**src/rtl/m_axil_init_seq.sv**
```systemverilog
// AXI4-Lite master that replays a constant {addr,data} table into a register slave after START.
// Each entry can be read back and compared. The first failing entry and its cause are latched.
module m_axil_init_seq #(
  parameter int ADDR_WIDTH  = 6,
  parameter int DATA_WIDTH  = 32,
  parameter int NUM_ENTRIES = 4,
  parameter logic [NUM_ENTRIES*(ADDR_WIDTH+DATA_WIDTH)-1:0] INIT_TABLE = '0,
  parameter bit VERIFY      = 1'b1,
  parameter int TIMEOUT_CYC = 255
) (
  input  logic                  ACLK,
  input  logic                  ARESET,
  input  logic                  START,
  output logic                  BUSY,
  output logic                  DONE,
  output logic                  ERROR,
  output logic [7:0]            ERR_IDX,
  output logic [1:0]            ERR_CODE,
  output logic [2:0]            DBG_STATE,
  output logic [ADDR_WIDTH-1:0] AWADDR,
  output logic                  AWVALID,
  input  logic                  AWREADY,
  output logic [DATA_WIDTH-1:0] WDATA,
  output logic [3:0]            WSTRB,
  output logic                  WVALID,
  input  logic                  WREADY,
  input  logic [1:0]            BRESP,
  input  logic                  BVALID,
  output logic                  BREADY,
  output logic [ADDR_WIDTH-1:0] ARADDR,
  output logic                  ARVALID,
  input  logic                  ARREADY,
  input  logic [DATA_WIDTH-1:0] RDATA,
  input  logic [1:0]            RRESP,
  input  logic                  RVALID,
  output logic                  RREADY
);

  // Handshakes: a VALID (or our READY) rises on state entry, holds with a stable registered
  // payload until its partner samples high on a clock edge, and drops in the following cycle.
  localparam int EW = ADDR_WIDTH + DATA_WIDTH;
  localparam int TW = (TIMEOUT_CYC > 1) ? $clog2(TIMEOUT_CYC) : 1;
  localparam logic [EW-1:0] ENTRY0 = INIT_TABLE[EW-1:0];

  typedef enum logic [2:0] {
    S_IDLE, S_AW, S_W, S_B, S_AR, S_R, S_NEXT, S_FIN
  } state_t;

  state_t                r_state;
  logic [7:0]            r_idx;
  logic [TW-1:0]         r_wait;
  logic                  r_busy;
  logic                  r_done;
  logic                  r_error;
  logic [7:0]            r_err_idx;
  logic [1:0]            r_err_code;
  logic [ADDR_WIDTH-1:0] r_awaddr;
  logic [ADDR_WIDTH-1:0] r_araddr;
  logic [DATA_WIDTH-1:0] r_wdata;
  logic                  r_awvalid;
  logic                  r_wvalid;
  logic                  r_bready;
  logic                  r_arvalid;
  logic                  r_rready;

  logic [7:0]            w_next_idx;
  logic [EW-1:0]         w_next_entry;
  logic                  w_tmo;
  logic                  w_last;

  assign w_next_idx = r_idx + 8'd1;
  assign w_last     = (r_idx == 8'(NUM_ENTRIES - 1));
  assign w_tmo      = (TIMEOUT_CYC != 0) && (r_wait == TW'(TIMEOUT_CYC - 1));

  always_comb begin
    w_next_entry = '0;
    for (int k = 0; k < NUM_ENTRIES; k++) begin
      if (w_next_idx == 8'(k)) w_next_entry = INIT_TABLE[k*EW +: EW];
    end
  end

  // Abort the sequence: drop every handshake signal and latch the failing entry.
  task automatic t_abort(input logic [1:0] code);
    r_awvalid  <= 1'b0;
    r_wvalid   <= 1'b0;
    r_bready   <= 1'b0;
    r_arvalid  <= 1'b0;
    r_rready   <= 1'b0;
    r_busy     <= 1'b0;
    r_done     <= 1'b1;
    r_error    <= 1'b1;
    r_err_idx  <= r_idx;
    r_err_code <= code;
    r_state    <= S_FIN;
  endtask

  always_ff @(posedge ACLK) begin
    if (ARESET) begin
      r_state    <= S_IDLE;
      r_idx      <= '0;
      r_wait     <= '0;
      r_busy     <= 1'b0;
      r_done     <= 1'b0;
      r_error    <= 1'b0;
      r_err_idx  <= '0;
      r_err_code <= '0;
      r_awaddr   <= '0;
      r_araddr   <= '0;
      r_wdata    <= '0;
      r_awvalid  <= 1'b0;
      r_wvalid   <= 1'b0;
      r_bready   <= 1'b0;
      r_arvalid  <= 1'b0;
      r_rready   <= 1'b0;
    end else begin
      r_wait <= r_wait + TW'(1);
      case (r_state)
        S_IDLE: begin
          if (START) begin
            r_state    <= S_AW;
            r_busy     <= 1'b1;
            r_done     <= 1'b0;
            r_error    <= 1'b0;
            r_err_idx  <= '0;
            r_err_code <= '0;
            r_idx      <= '0;
            r_awaddr   <= ENTRY0[EW-1 -: ADDR_WIDTH];
            r_wdata    <= ENTRY0[DATA_WIDTH-1:0];
            r_awvalid  <= 1'b1;
            r_wait     <= '0;
          end
        end
        S_AW: begin
          if (AWREADY) begin
            r_awvalid <= 1'b0;
            r_wvalid  <= 1'b1;
            r_wait    <= '0;
            r_state   <= S_W;
          end else if (w_tmo) begin
            t_abort(2'b11);
          end
        end
        S_W: begin
          if (WREADY) begin
            r_wvalid <= 1'b0;
            r_bready <= 1'b1;
            r_wait   <= '0;
            r_state  <= S_B;
          end else if (w_tmo) begin
            t_abort(2'b11);
          end
        end
        S_B: begin
          if (BVALID) begin
            r_bready <= 1'b0;
            r_wait   <= '0;
            if (BRESP != 2'b00) begin
              t_abort(2'b01);
            end else if (VERIFY) begin
              r_araddr  <= r_awaddr;
              r_arvalid <= 1'b1;
              r_state   <= S_AR;
            end else begin
              r_state <= S_NEXT;
            end
          end else if (w_tmo) begin
            t_abort(2'b11);
          end
        end
        S_AR: begin
          if (ARREADY) begin
            r_arvalid <= 1'b0;
            r_rready  <= 1'b1;
            r_wait    <= '0;
            r_state   <= S_R;
          end else if (w_tmo) begin
            t_abort(2'b11);
          end
        end
        S_R: begin
          // RREADY is held for the whole state; the slave waits for it before raising RVALID.
          if (RVALID) begin
            r_rready <= 1'b0;
            r_wait   <= '0;
            if (RRESP != 2'b00)        t_abort(2'b01);
            else if (RDATA != r_wdata) t_abort(2'b10);
            else                       r_state <= S_NEXT;
          end else if (w_tmo) begin
            t_abort(2'b11);
          end
        end
        S_NEXT: begin
          r_wait <= '0;
          if (w_last) begin
            r_busy  <= 1'b0;
            r_done  <= 1'b1;
            r_state <= S_FIN;
          end else begin
            r_idx     <= w_next_idx;
            r_awaddr  <= w_next_entry[EW-1 -: ADDR_WIDTH];
            r_wdata   <= w_next_entry[DATA_WIDTH-1:0];
            r_awvalid <= 1'b1;
            r_state   <= S_AW;
          end
        end
        S_FIN:   r_state <= S_IDLE;
        default: r_state <= S_IDLE;
      endcase
    end
  end

  assign BUSY      = r_busy;
  assign DONE      = r_done;
  assign ERROR     = r_error;
  assign ERR_IDX   = r_err_idx;
  assign ERR_CODE  = r_err_code;
  assign DBG_STATE = r_state;
  assign AWADDR    = r_awaddr;
  assign AWVALID   = r_awvalid;
  assign WDATA     = r_wdata;
  assign WSTRB     = 4'hF;
  assign WVALID    = r_wvalid;
  assign BREADY    = r_bready;
  assign ARADDR    = r_araddr;
  assign ARVALID   = r_arvalid;
  assign RREADY    = r_rready;

endmodule

```
**config.mk**
```make
export PLATFORM = sky130hd
export DESIGN_NAME = m_axil_init_seq
export DESIGN_NICKNAME = d
export VERILOG_FILES = /design/src/rtl/m_axil_init_seq.sv
export SDC_FILE = /design/constraint.sdc
export NUM_CORES = 1
export LEC_CHECK = 0
export ABC_CLOCK_PERIOD_IN_PS = 2200
export CORE_MARGIN = 1.5
export CORE_UTILIZATION = 43
export CTS_CLUSTER_DIAMETER = 150
export DETAILED_ROUTE_END_ITERATION = 8
export PLACE_DENSITY = 0.81
export RECOVER_POWER = 100
export SYNTH_ARGS = -nofsm -noshare
export SYNTH_HDL_FRONTEND = slang
export SYNTH_SLANG_ARGS = --single-unit
```
**constraint.sdc**
```tcl
create_clock -name ACLK -period 2.2 [get_ports ACLK]
set_input_delay 0.33 -clock ACLK [delete_from_list [all_inputs] [get_ports ACLK]]
set_output_delay 0.33 -clock ACLK [all_outputs]
set_load 0.01 [all_outputs]
```
**After elaboration in Yosys (flattened, before gate mapping)**

Cells that the tools add are included.

- Flip-flop bits (word level): 81
- Word-level logic and storage cells: 170

- Equality and inequality tests: 18
- Mux-type cells: 117
- Reduce and logical (&&, ||, !) cells: 16
- Bitwise gates (word level): 1
- Add/subtract/negate cells: 2

Operators by type and width:

| cell | number |
|---|---|
| $mux W8 | 17 |
| $mux W32 | 2 |
| $pmux W32 S2 | 1 |
| $mux W1 | 62 |
| $pmux W8 S7 | 1 |
| $pmux W8 S6 | 1 |
| $ne A32 B32 Y1 | 1 |
| $mux W3 | 8 |
| $pmux W3 S8 | 1 |
| $mux W2 | 11 |
| $pmux W1 S7 | 3 |
| $pmux W1 S5 | 4 |
| $add A8 B1 Y8 const B | 2 |
| $pmux W8 S2 | 1 |
| $reduce_and A4 Y1 | 4 |
| $reduce_and A7 Y1 | 2 |
| $eq A3 B3 Y1 const B | 4 |
| $mux W6 | 2 |
| $ne A2 B2 Y1 const B | 6 |
| $pmux W2 S6 | 1 |
| $pmux W6 S2 | 1 |
| $eq A8 B2 Y1 const B | 1 |
| $eq A8 B8 Y1 const B | 1 |
| $reduce_and A8 Y1 | 1 |
| other kinds (12) | 16 |

**Depth between registers and ports, before layout**

- Word-level depth: 5
- Depth in mapped cells: 8
- Mapped depth without buffers: 7

**Least setup slack after synthesis**

Ideal clock, no wire load.

- Path kind: reg2reg
- From: register r_state[0], in the netlist DBG_STATE[0]
- To: register r_err_idx[0], in the netlist ERR_IDX[0]
- Stages on the path, launching flop included: 8
- Arrival time: 1.865 ns
- Clock period less this slack: 2.010 ns
- Path slack: 0.190 ns
- Setup time: 0.145 ns
- Cells stage by stage: dfxtp_1 -> buf_4 -> inv_1 -> or3_4 -> or4_1 -> buf_2 -> nand3_1 -> o221ai_1

- Longest elaborated chain between the ends: 3

Ends and longest elaborated chain:

| what | line | source |
|---|---|---|
| start, declared | 49 | `state_t r_state;` |
| start signal, assigned | 99 | `r_state <= S_IDLE;` |
| start signal, assigned | 120 | `r_state <= S_AW;` |
| start signal, assigned | 138 | `r_state <= S_W;` |
| $eq A3 B3 Y1, or another cell as far along | 117 | `case (r_state)` |
| $ne A4 B4 Y1 (no line), or another cell as far along | -- |  |
| $reduce_and A7 Y1 (no line) | -- |  |
| end signal, assigned | 105 | `r_err_idx <= '0;` |
| end signal, assigned | 124 | `r_err_idx <= '0;` |
| end, declared | 55 | `logic [7:0] r_err_idx;` |

Parallel ways exist; a longest one is shown, timed or not.
A chain may end at the register's enable or synchronous reset.

**Final worst setup path**

- From: register r_state[1], in the netlist DBG_STATE[1]
- To: register r_idx[3]

- Longest elaborated chain between the ends: 3

Ends and longest elaborated chain:

| what | line | source |
|---|---|---|
| $eq A3 B3 Y1 or $logic_not A3 Y1 (tied branches) | 117 |  |
| $ne A2 B2 Y1 (no line) or $reduce_bool A2 Y1 (tied branches) | -- |  |
| $reduce_and A3 Y1 (no line) | -- |  |
| end signal, assigned | 199 | `r_idx <= w_next_idx;` |
| end, declared | 50 | `logic [7:0] r_idx;` |

Parallel ways exist; a longest one is shown, timed or not.

==> results.md <==
- Critical path's slowest cell: dfxtp_1
- Synth area leaders: dfxtp_1, buf_4, nor2_1, a21oi_1, nand2_1
- Post-Syn Area: 2630 µm²
- Vias in the first global route: 2502
- Synthesis warning total: 0
- Worst-path fanout max: 16
- Setup_tns: 0 ps
- Synth top area share: 28.1%
- Clk_skew: 1.77 ps
- Unrepaired setup endpoints after global routing: no
- Pin count of the biggest net entering global routing: 28
- Layout area overhead: 34.0%
- TritonCTS Sinks: 37
- Final WL: 7.33 mm
- Period utilization: 93.2%
- Cell row count: 28
- Number of routed nets with antenna violations: 0
- Combinational power share: 34.0%
- CP cell instances: clkbuf_2 > nand2b_1 > a211oi_2 > nor2_1 > or3_1 > a21oi_1
- Synth Flop Type: dfxtp_1
- HPWL Detailed: 5.78 mm
- Ant. Diodes: 0
- Slowest Stage Delay on Critical Path: 460 ps
- Setup violations, final: 0
- Async set-or-reset flop fraction in the synthesized netlist: 0%
- Leakage: 1.40 nW
- Power density cells: 525 nW/µm²
- Max-slew violations: 0
- Clock buffer depth: 2
- Commonest non-fill, non-tap cell in the layout: conb_1
- Die height: 81.3 µm
- Die X: 81.3 µm
- Mean Syn Cell Area: 7.82 µm²
- Rel. slew slack: 64.9%
- Max cap viols: 0
- Unique masters post-synth: 57
- Top delay family on crit path: simple AND/OR/NAND/NOR gates
- Total gr overflow: 0
- Req. time, crit path: 2440 ps
- Fmax: 488 MHz
- WP buf/inv: 1
- P_sw: 0.000613 W
- Core Box Area: 5920 µm²
- CTS root buf: clkbuf_8
- Vias per cell: 5.30
- Fin area: 3530 µm²
- Net Sw Frac: 33.1%
- Startpoint types: register
- I/O Buffers: 64
- Most frequent cells in the layout: conb_1, clkdlybuf4s50_1, dfxtp_1, buf_4, nor2_1
- Worst-path clk slew: 70 ps
- Hold_buf cts: 0
- Post-synth EDFFs: 0
- Final nets: 479
- Ratio of cells with drive above 1 in the final layout: 13.4%
- # IOs: 113
- Arrival time worst endpoint: 2290 ps
- Drt pass-1 iters: 5
- Least-Margin Pin Slew: 523 ps
- Tmin final: 2050 ps
- Worst Setup Path Type: register to register
- Initial Utilization: 44.5%
- Non-filler instance count after layout: 507
- H-tree depth: 2
- Synthesized instance count: 337
- Total CTS buffers: 5
- Die Footprint: 6600 µm²
- Drt drc: 0
- Status: completed
- Tot GR Track Use: 22.8%
- Initial DRC Count: 141
- Yosys top cell by area: dfxtp_1
- Initial antenna violation count: 0
- CTS resizes: 0
- Cell count after placement: 500
- Sequential share of power: 38.8%
- Hold crit path type: register to register
- Worst skew pair latency: 300 ps
- Post-DR wirelength/cell: 14.5 µm
- Peak VDD IR: 0.469 mV
- First-pass GRT wire length: 11.7 mm
- Endpoints failing hold: 0
- Internal: 0.00124 W
- Routability cong.: 0.958
- #FFs+latches synth: 37
- Hold WS: 447 ps
- Setup crit end kind: register
- CTS tree: yes
- DR vias: 2689
- DP Area: 3440 µm²
- Seq/Total Area, Yosys: 28.1%
- Clock share of power: 27.2%
- Setup bufs post-CTS: 0
[Yosys cell counts, drive strengths merged (4+ instances only)]
cell type	number
nor3	10
o31ai	4
xnor2	4
buf	56
nand3	10
a31oi	4
o21ai	9
nor2	29
a21oi	21
or3	4
and2	5
nand4	9
nor4	9
o221ai	5
a211oi	7
o311ai	5
inv	16
o211ai	7
xor2	8
clkbuf	7
dfxtp	37
nand2	25
[path summary, 6_finish.rpt]
check	start	cells after the start	slack (ps)	end
worst max register to register	DBG_STATE[1]	6	150	r_idx[3]
worst min-delay path	ERROR	2	450	ERROR
worst min register to register	ERROR	2	450	ERROR
worst max-delay path	DBG_STATE[1]	6	150	r_idx[3]
[registers in the layout, summed over array words and instances, names as in the netlist, 2 cells and up]
signal / cells
ERR_IDX: 8
r_wait: 8
r_idx: 8
DBG_STATE: 3
ERR_CODE: 2
[per-layer routing]
layer  global-route usage (%)  routed length, µm  up-vias
met2                     40.8               3880       99
met5                        0                  0        -
met1                     27.5               2930     1259
li1                         -                  -     1316
met4                     6.55                106        0
met3                     4.38                408       15
[cell type report]
class / instances / area (µm²)
Fill cell: 555 / 2390
Multi-Input combinational cell: 267 / 1590
Timing Repair Buffer: 105 / 957
Sequential cell: 37 / 741
Tap cell: 75 / 93.8
Clock buffer: 6 / 82.6
Inverter: 16 / 60.1
Clock inverter: 1 / 7.51
[logic make-up after synthesis]
kind of cell	count (synthesis)	share of synthesized area [%]
AND/OR/NAND/NOR	119	24.5
AO/OA/AOI/OAI	82	22.0
buffers and inverters	79	18.6
flip-flops	37	28.1
XOR/XNOR	12	3.99
adder cells (fa/ha/maj)	3	1.43
multiplexers	3	1.14
other	2	0.285
[power by group through the flow]
stage          Sequential [W]  Combinational (W)  Clock, W
5_1_grt              0.000720           0.000693  0.000536
4_1_cts              0.000719           0.000628  0.000507
2_1_floorplan        0.000738           0.000392         0
3_3_place_gp         0.000733           0.000612         0
6_report             0.000718           0.000629  0.000504
3_5_place_dp         0.000734           0.000625         0
[per-stage QoR]
step                util [%]  setup slack, ps  power [W]
finish                  59.6              150    0.00185
global route            59.6             5.64    0.00195
detailed placement      58.2             -244    0.00136
CTS                     59.7             50.4    0.00185
floorplan                  -              190    0.00113
global placement        58.2             -153    0.00134
[worst reg2reg max path, cell delays in order (launching register included)]
cell      delay, ps
dfxtp_1         460
clkbuf_2        330
nand2b_1        150
a211oi_2        400
nor2_1          160
or3_1           360
a21oi_1         140
(Power assumes the default switching activity.)
